File: config.mk
export PLATFORM = sky130hd
export DESIGN_NAME = cpu_run_ctrl_flat
export DESIGN_NICKNAME = d
export VERILOG_FILES = /design/src/rtl/cpu_dbg_pkg.sv /design/src/rtl/cpu_run_ctrl_if.sv /design/src/rtl/cpu_stop_detect.sv /design/src/rtl/cpu_run_ctrl.sv /design/src/flat_wrapper.sv
export SDC_FILE = /design/constraint.sdc
export NUM_CORES = 1
export LEC_CHECK = 0
export ABC_AREA = 1
export BUFFER_PORTS_ARGS = -buffer_cell sky130_fd_sc_hd__buf_2
export CAP_MARGIN = 20
export CORE_UTILIZATION = 40
export DETAILED_ROUTE_END_ITERATION = 10
export PLACE_DENSITY = 0.68
export SETUP_SLACK_MARGIN = 0.02
export SLEW_MARGIN = 20
export SYNTH_ARGS = -nofsm -noshare
export SYNTH_HDL_FRONTEND = slang
export SYNTH_SLANG_ARGS = --single-unit
File: constraint.sdc
create_clock -name clk -period 2.75 [get_ports clk]
set_input_delay 0.275 -clock clk [delete_from_list [all_inputs] [get_ports clk]]
set_output_delay 0.275 -clock clk [all_outputs]
set_load 0.02 [all_outputs]
File: src/rtl/cpu_dbg_pkg.sv
// Shared types and constants for the core run/debug sequencer.
package cpu_dbg_pkg;

  typedef enum logic [1:0] {
    ST_HALTED  = 2'd0,
    ST_RUN     = 2'd1,
    ST_STEP    = 2'd2,
    ST_CPU_RST = 2'd3
  } state_e;

  typedef enum logic [2:0] {
    OP_RUN       = 3'd0,
    OP_STEP      = 3'd1,
    OP_HALT      = 3'd2,
    OP_SET_BP    = 3'd3,
    OP_CLR_BP    = 3'd4,
    OP_SET_LIMIT = 3'd5,
    OP_RST       = 3'd6,
    OP_ILL       = 3'd7
  } cmd_op_e;

  typedef enum logic [2:0] {
    CAUSE_NONE     = 3'd0,
    CAUSE_CMD      = 3'd1,
    CAUSE_SENTINEL = 3'd2,
    CAUSE_BREAK    = 3'd3,
    CAUSE_LIMIT    = 3'd4,
    CAUSE_STEP     = 3'd5
  } cause_e;

  localparam logic [31:0] HALT_PC_DEF = 32'hfffffffc;

endpackage

File: src/rtl/cpu_run_ctrl_if.sv
// Host/debug command port: valid/ready command channel plus drop indication.
interface cpu_run_ctrl_if;
  logic        cmd_valid;
  logic        cmd_ready;
  logic [2:0]  cmd_op;
  logic [31:0] cmd_arg;
  logic        cmd_err;

  modport master (output cmd_valid, cmd_op, cmd_arg, input cmd_ready, cmd_err);
  modport slave  (input cmd_valid, cmd_op, cmd_arg, output cmd_ready, cmd_err);
endinterface

File: src/rtl/cpu_stop_detect.sv
// Combinational stop condition and prioritised cause for the current PC.
module cpu_stop_detect
  import cpu_dbg_pkg::*;
#(
  parameter logic [31:0] HALT_PC = HALT_PC_DEF
) (
  input  logic [31:0] pc_in,
  input  logic        bp_en,
  input  logic [31:0] bp_pc,
  input  logic        skip_bp,
  input  logic [31:0] limit,
  input  logic [31:0] instr_cnt,
  input  logic        ign_bp,
  output logic        stop,
  output cause_e      cause
);
  logic hit_sent, hit_bp, hit_lim;

  always_comb begin
    hit_sent = (pc_in == HALT_PC);
    hit_bp   = bp_en && (pc_in == bp_pc) && !skip_bp && !ign_bp;
    hit_lim  = (limit != 32'd0) && (instr_cnt == limit);
    stop     = hit_sent || hit_bp || hit_lim;
    cause    = hit_sent ? CAUSE_SENTINEL :
               hit_bp   ? CAUSE_BREAK    :
               hit_lim  ? CAUSE_LIMIT    : CAUSE_NONE;
  end
endmodule

File: src/rtl/cpu_run_ctrl.sv
// Run/debug sequencer: gates core commit, holds core reset, reports halt cause.
module cpu_run_ctrl
  import cpu_dbg_pkg::*;
#(
  parameter logic [31:0] HALT_PC    = HALT_PC_DEF,
  parameter logic [31:0] DEF_LIMIT  = 32'd10000,
  parameter int          RST_CYCLES = 4
) (
  input  logic               clk,
  input  logic               rstn,
  cpu_run_ctrl_if.slave      cmd,
  input  logic [31:0]        pc_in,
  output logic               cpu_en,
  output logic               cpu_rstn,
  output logic               halted,
  output logic [2:0]         halt_cause,
  output logic [31:0]        instr_cnt
);
  localparam int RW = $clog2(RST_CYCLES + 1);

  state_e      state, state_nx;
  cause_e      cause_q, cause_nx, stop_cause;
  logic        boot;
  logic [RW-1:0] rst_cnt;
  logic        bp_en, skip_bp, err_q;
  logic [31:0] bp_pc, limit;
  logic        accept, halt_acc, stop;
  cmd_op_e     op;

  cpu_stop_detect #(.HALT_PC(HALT_PC)) u_stop (
    .pc_in, .bp_en, .bp_pc, .skip_bp, .limit, .instr_cnt,
    .ign_bp (state == ST_STEP),
    .stop,
    .cause  (stop_cause)
  );

  assign op            = cmd_op_e'(cmd.cmd_op);
  assign cmd.cmd_ready = !boot && (state == ST_HALTED || state == ST_RUN);
  assign cmd.cmd_err   = err_q;
  assign accept        = cmd.cmd_valid && cmd.cmd_ready;
  assign halt_acc      = accept && (state == ST_RUN) && (op == OP_HALT);
  assign cpu_en        = (state == ST_RUN && !stop && !halt_acc) || (state == ST_STEP && !stop);
  assign cpu_rstn      = !(boot || state == ST_CPU_RST);
  assign halted        = (state == ST_HALTED);
  assign halt_cause    = cause_q;

  always_comb begin
    state_nx = state;
    cause_nx = cause_q;
    case (state)
      ST_HALTED:
        if (accept) begin
          case (op)
            OP_RUN:  state_nx = ST_RUN;
            OP_STEP: state_nx = ST_STEP;
            OP_RST:  state_nx = ST_CPU_RST;
            default: ;
          endcase
        end
      ST_RUN:
        if (stop) begin
          state_nx = ST_HALTED;
          cause_nx = stop_cause;
        end else if (halt_acc) begin
          state_nx = ST_HALTED;
          cause_nx = CAUSE_CMD;
        end
      ST_STEP: begin
        state_nx = ST_HALTED;
        cause_nx = stop ? stop_cause : CAUSE_STEP;
      end
      ST_CPU_RST:
        if (rst_cnt == RW'(1)) begin
          state_nx = ST_HALTED;
          cause_nx = CAUSE_NONE;
        end
      default: state_nx = ST_HALTED;
    endcase
  end

  always_ff @(posedge clk or negedge rstn) begin
    if (!rstn) begin
      state     <= ST_HALTED;
      cause_q   <= CAUSE_NONE;
      boot      <= 1'b1;
      rst_cnt   <= '0;
      instr_cnt <= '0;
      limit     <= DEF_LIMIT;
      bp_en     <= 1'b0;
      bp_pc     <= '0;
      skip_bp   <= 1'b0;
      err_q     <= 1'b0;
    end else if (boot) begin
      // first clock after reset release always pulses the core reset
      boot      <= 1'b0;
      state     <= ST_CPU_RST;
      rst_cnt   <= RW'(RST_CYCLES);
      instr_cnt <= '0;
    end else begin
      state   <= state_nx;
      cause_q <= cause_nx;
      if (state_nx == ST_CPU_RST && state != ST_CPU_RST) begin
        rst_cnt   <= RW'(RST_CYCLES);
        instr_cnt <= '0;
      end else begin
        if (state == ST_CPU_RST) rst_cnt <= rst_cnt - RW'(1);
        if (cpu_en) instr_cnt <= instr_cnt + 32'd1;
      end
      err_q <= accept && (op == OP_ILL ||
               (state == ST_RUN && op != OP_HALT && op != OP_CLR_BP));
      if (accept && op == OP_CLR_BP) bp_en <= 1'b0;
      if (accept && state == ST_HALTED) begin
        case (op)
          OP_SET_BP:    begin bp_pc <= cmd.cmd_arg; bp_en <= 1'b1; end
          OP_SET_LIMIT: limit <= cmd.cmd_arg;
          // resuming from the breakpoint PC must not re-trigger it at once
          OP_RUN:       skip_bp <= (pc_in == bp_pc);
          default: ;
        endcase
      end
      if (state == ST_RUN && cpu_en) skip_bp <= 1'b0;
    end
  end
endmodule

File: src/flat_wrapper.sv
// flat-port wrapper written by rule: the top's interface ports become plain ports
module cpu_run_ctrl_flat import cpu_dbg_pkg::*;
#(
  parameter logic [31:0] HALT_PC    = HALT_PC_DEF,
  parameter logic [31:0] DEF_LIMIT  = 32'd10000,
  parameter int          RST_CYCLES = 4
)
  (clk, rstn, pc_in, cpu_en, cpu_rstn, halted, halt_cause, instr_cnt, cmd_cmd_valid, cmd_cmd_op, cmd_cmd_arg, cmd_cmd_ready, cmd_cmd_err);
  cpu_run_ctrl_if cmd_i ();
  input  logic clk;
  input  logic rstn;
  input  logic [31:0] pc_in;
  output logic cpu_en;
  output logic cpu_rstn;
  output logic halted;
  output logic [2:0] halt_cause;
  output logic [31:0] instr_cnt;
  input wire logic [$bits(cmd_i.cmd_valid)-1:0] cmd_cmd_valid;
  input wire logic [$bits(cmd_i.cmd_op)-1:0] cmd_cmd_op;
  input wire logic [$bits(cmd_i.cmd_arg)-1:0] cmd_cmd_arg;
  output wire logic [$bits(cmd_i.cmd_ready)-1:0] cmd_cmd_ready;
  output wire logic [$bits(cmd_i.cmd_err)-1:0] cmd_cmd_err;
  assign cmd_i.cmd_valid = cmd_cmd_valid;
  assign cmd_i.cmd_op = cmd_cmd_op;
  assign cmd_i.cmd_arg = cmd_cmd_arg;
  assign cmd_cmd_ready = cmd_i.cmd_ready;
  assign cmd_cmd_err = cmd_i.cmd_err;
  cpu_run_ctrl #(.HALT_PC(HALT_PC), .DEF_LIMIT(DEF_LIMIT), .RST_CYCLES(RST_CYCLES)) u_core (.clk(clk), .rstn(rstn), .cmd(cmd_i), .pc_in(pc_in), .cpu_en(cpu_en), .cpu_rstn(cpu_rstn), .halted(halted), .halt_cause(halt_cause), .instr_cnt(instr_cnt));
endmodule
==> flow_summary.ini <==
[cts]
path_clk_slew_ps = 80
cts_tree = done
cts_max_level = 3
cts.sinks = 108
cts-buffers-inserted = 9
insertion_delay_ps = 360
root_buffer = clkbuf_16
cts_buffer_depth = 2
postCtsSetupBuffers = 0

[cells_and_area]
regArea_um2 = 2710
design_area_um2 = 7856
n_fill_cell = 1748
multiInputGateArea_um2 = 3516
diodes = 0
areaGrowthSynthToFinish_pct = 14.62
final_common_cell = nand2_1
layout-drive-gt1-share = 0.1627
final_cell_mix = nand2_1, buf_2, nor2_1, dfrtp_1, inv_1
final_nets = 1156

[detailed_routing]
via_count = 6571
avgRoutedWirePerCell_um = 15.14
antenna_left = 0
wl_um = 19800
drc = 0
firstDrtPassIters = 5
vias_per_cell = 5.024
dr.first_iter.drc_count = 428

[yosys]
syn_area_um2 = 6854
ys_seq_area_frac = 0.3954
synth_edf_count = 0
synth_ff_type = dfrtp_1
syn_nets = 1062
synth.distinct_cells = 41
synthArstFlopShare = 1.000
ys_seq_elements = 108
yosys_warnings = 0
syn-mean-instance-area_um2 = 6.930
syn-instance-count = 989

[grt]
grt_remaining_overflow = 0
grt_pass1_vias = 6076
grt_usage = 0.2328
antenna_found_initial = 0
grt_max_degree = 72
grt_pass1_wl_um = 31880

[worst_setup_path]
required_ps = 2480
ff2ff_setup_slack_ps = 450
critical_path_class = reg -> out
reg2reg_from = u_core.instr_cnt[0]
r2r_cells = 12
cp_max_fo = 4
cp.arrival_ps = 2130
end_kind = primary output
reg2reg_to = u_core.instr_cnt[30]
startpoint_type = flip-flop

[floorplan]
die_y_um = 132.9
die_area_um2 = 17660
start_util = 0.4118
fp.coreArea_um2 = 16640
placementRows = 47
fp.dieW_um = 132.9
ios = 110

[sta]
grt_setup_unrepaired = no
timing_hold_violations_final = 0
fin_worst_skew_ps = 9.053
post-route-period-util = 0.8739
setup_ws_ps = 346.8
slew_headroom = 0.5279
fin_setup_tns_ps = 0
setup_viol = 0
finalMaxSlewViolations = 0
fmax_ghz = 0.4161
fin_crit_ps = 2403
worst_pin_slew_ps = 707.1

[run_status]
status = completed

[placement]
postPlaceCellArea_um2 = 7561
dp_hpwl_um = 15260
port-buffer-count = 109
place_ws_ps = 498.7
routabilityCongestion = 0.9314

[pwr]
p_comb_frac = 0.252
power_density_nw_per_um2 = 531.8
switching_share = 0.3564
finalPower_uw = 4178
power_switching_uw = 1489
pwr-share-clk = 0.306
p_seq_frac = 0.442
intPower_uw = 2689
ir_drop_mv = 0.3195
p_leak_uw = 0.003921

[hold_path]
min_to = u_core.bp_pc[1]
min_path_type = in -> reg
hp-start = cmd_cmd_arg[1]
whs_path_depth = 3

[job]
max-cap-violations = 0
metrics by stage:
step                      utilization  hold slack [ps]  instances
after global placement         0.4543            285.7       1291
after detailed placement       0.4543            281.8       1291
after floorplan                     -           -20.59        989
after CTS                      0.4721            139.5       1308
after global routing           0.4721            154.7       1308
final                          0.4721            148.1       1308
worst max path at each step:
| stage | startpoint | end | depth (start not counted) |
|---|---|---|---|
| final | u_core.bp_pc[23] | cpu_en | 11 |
| after global routing | u_core.instr_cnt[20] | cpu_en | 12 |
| after CTS | u_core.bp_pc[23] | cpu_en | 11 |
| after detailed placement | u_core.instr_cnt[0] | u_core.instr_cnt[30] | 12 |
| after global placement | u_core.instr_cnt[0] | u_core.instr_cnt[30] | 12 |
| after floorplan | u_core.instr_cnt[20] | cpu_en | 13 |
synthesized netlist by cell type (all sizes together) (4+ instances only):
cell type,count,share of area
nor3,43,0.033
a21oi,14,0.010
nand2,332,0.18
xor2,17,0.022
nand3,63,0.049
xnor2,39,0.050
o21ai,57,0.042
clkbuf,15,0.0082
nor2,110,0.064
buf,20,0.019
dfstp,6,0.023
nand4,26,0.026
mux2,4,0.0066
nor4,9,0.0082
dfrtp,102,0.37
inv,116,0.064
cells by family after synthesis:
group                    synth area share
multiplexers                     0.006571
adder cells (fa/ha/maj)          0.005477
buffers and inverters             0.09164
AND/OR/NAND/NOR                    0.3722
other                           0.0005471
flip-flops                         0.3954
AO/OA/AOI/OAI                     0.05659
XOR/XNOR                          0.07156
worst max-delay path, cell delays in order, from the launching register on:
cell and delay, ps:
dfrtp_1 390, xnor2_1 260, nand2_1 90, nor2_1 90
nand2_1 50, nor2_1 200, nand3_1 190, nand2_1 130
inv_2 50, nand3b_4 100, inv_1 50, buf_2 160
flip-flops by register name, summed over array words and instances (netlist names):
signal	cells
u_core.bp_pc	32
u_core.limit	32
u_core.bp_en	1
u_core.cmd.cmd_err	1
u_core.skip_bp	1
u_core.halt_cause	3
u_core.state	2
u_core.boot	1
u_core.instr_cnt	32
u_core.rst_cnt	3
per-layer routing:
layer	share of wire	up-vias	wire length, µm	GRT usage
met5	0	-	0	0
met4	0.030	0	592	0.1060
met3	0.058	35	1140	0.02912
met2	0.44	239	8810	0.3534
met1	0.47	2985	9256	0.3299
li1	-	3312	-	-
area by class of cell:
type | instances | share of cell area
timing repair buffer | 118 | 0.08027
clock inverter | 6 | 0.007167
multi-input combinational | 729 | 0.4475
tap | 220 | 0.03504
inverter | 117 | 0.05590
clock buffer | 10 | 0.02914
sequential | 108 | 0.3450
power by group through the flow:
stage / clock network (µW) / logic, µW / registers, µW
2_1_floorplan: 0 / 753 / 1860
3_3_place_gp: 0 / 1050 / 1870
3_5_place_dp: 0 / 1060 / 1870
4_1_cts: 1310 / 1060 / 1840
5_1_grt: 1370 / 1200 / 1860
6_report: 1280 / 1050 / 1850
timing repair:
| item | CTS | global route |
|---|---|---|
| hold buffers | 1 | 0 |
| endpoints found under the hold margin | 36 | 0 |
| gates resized for setup | 0 | 0 |
Note: power is estimated with default switching activity, not from simulation.
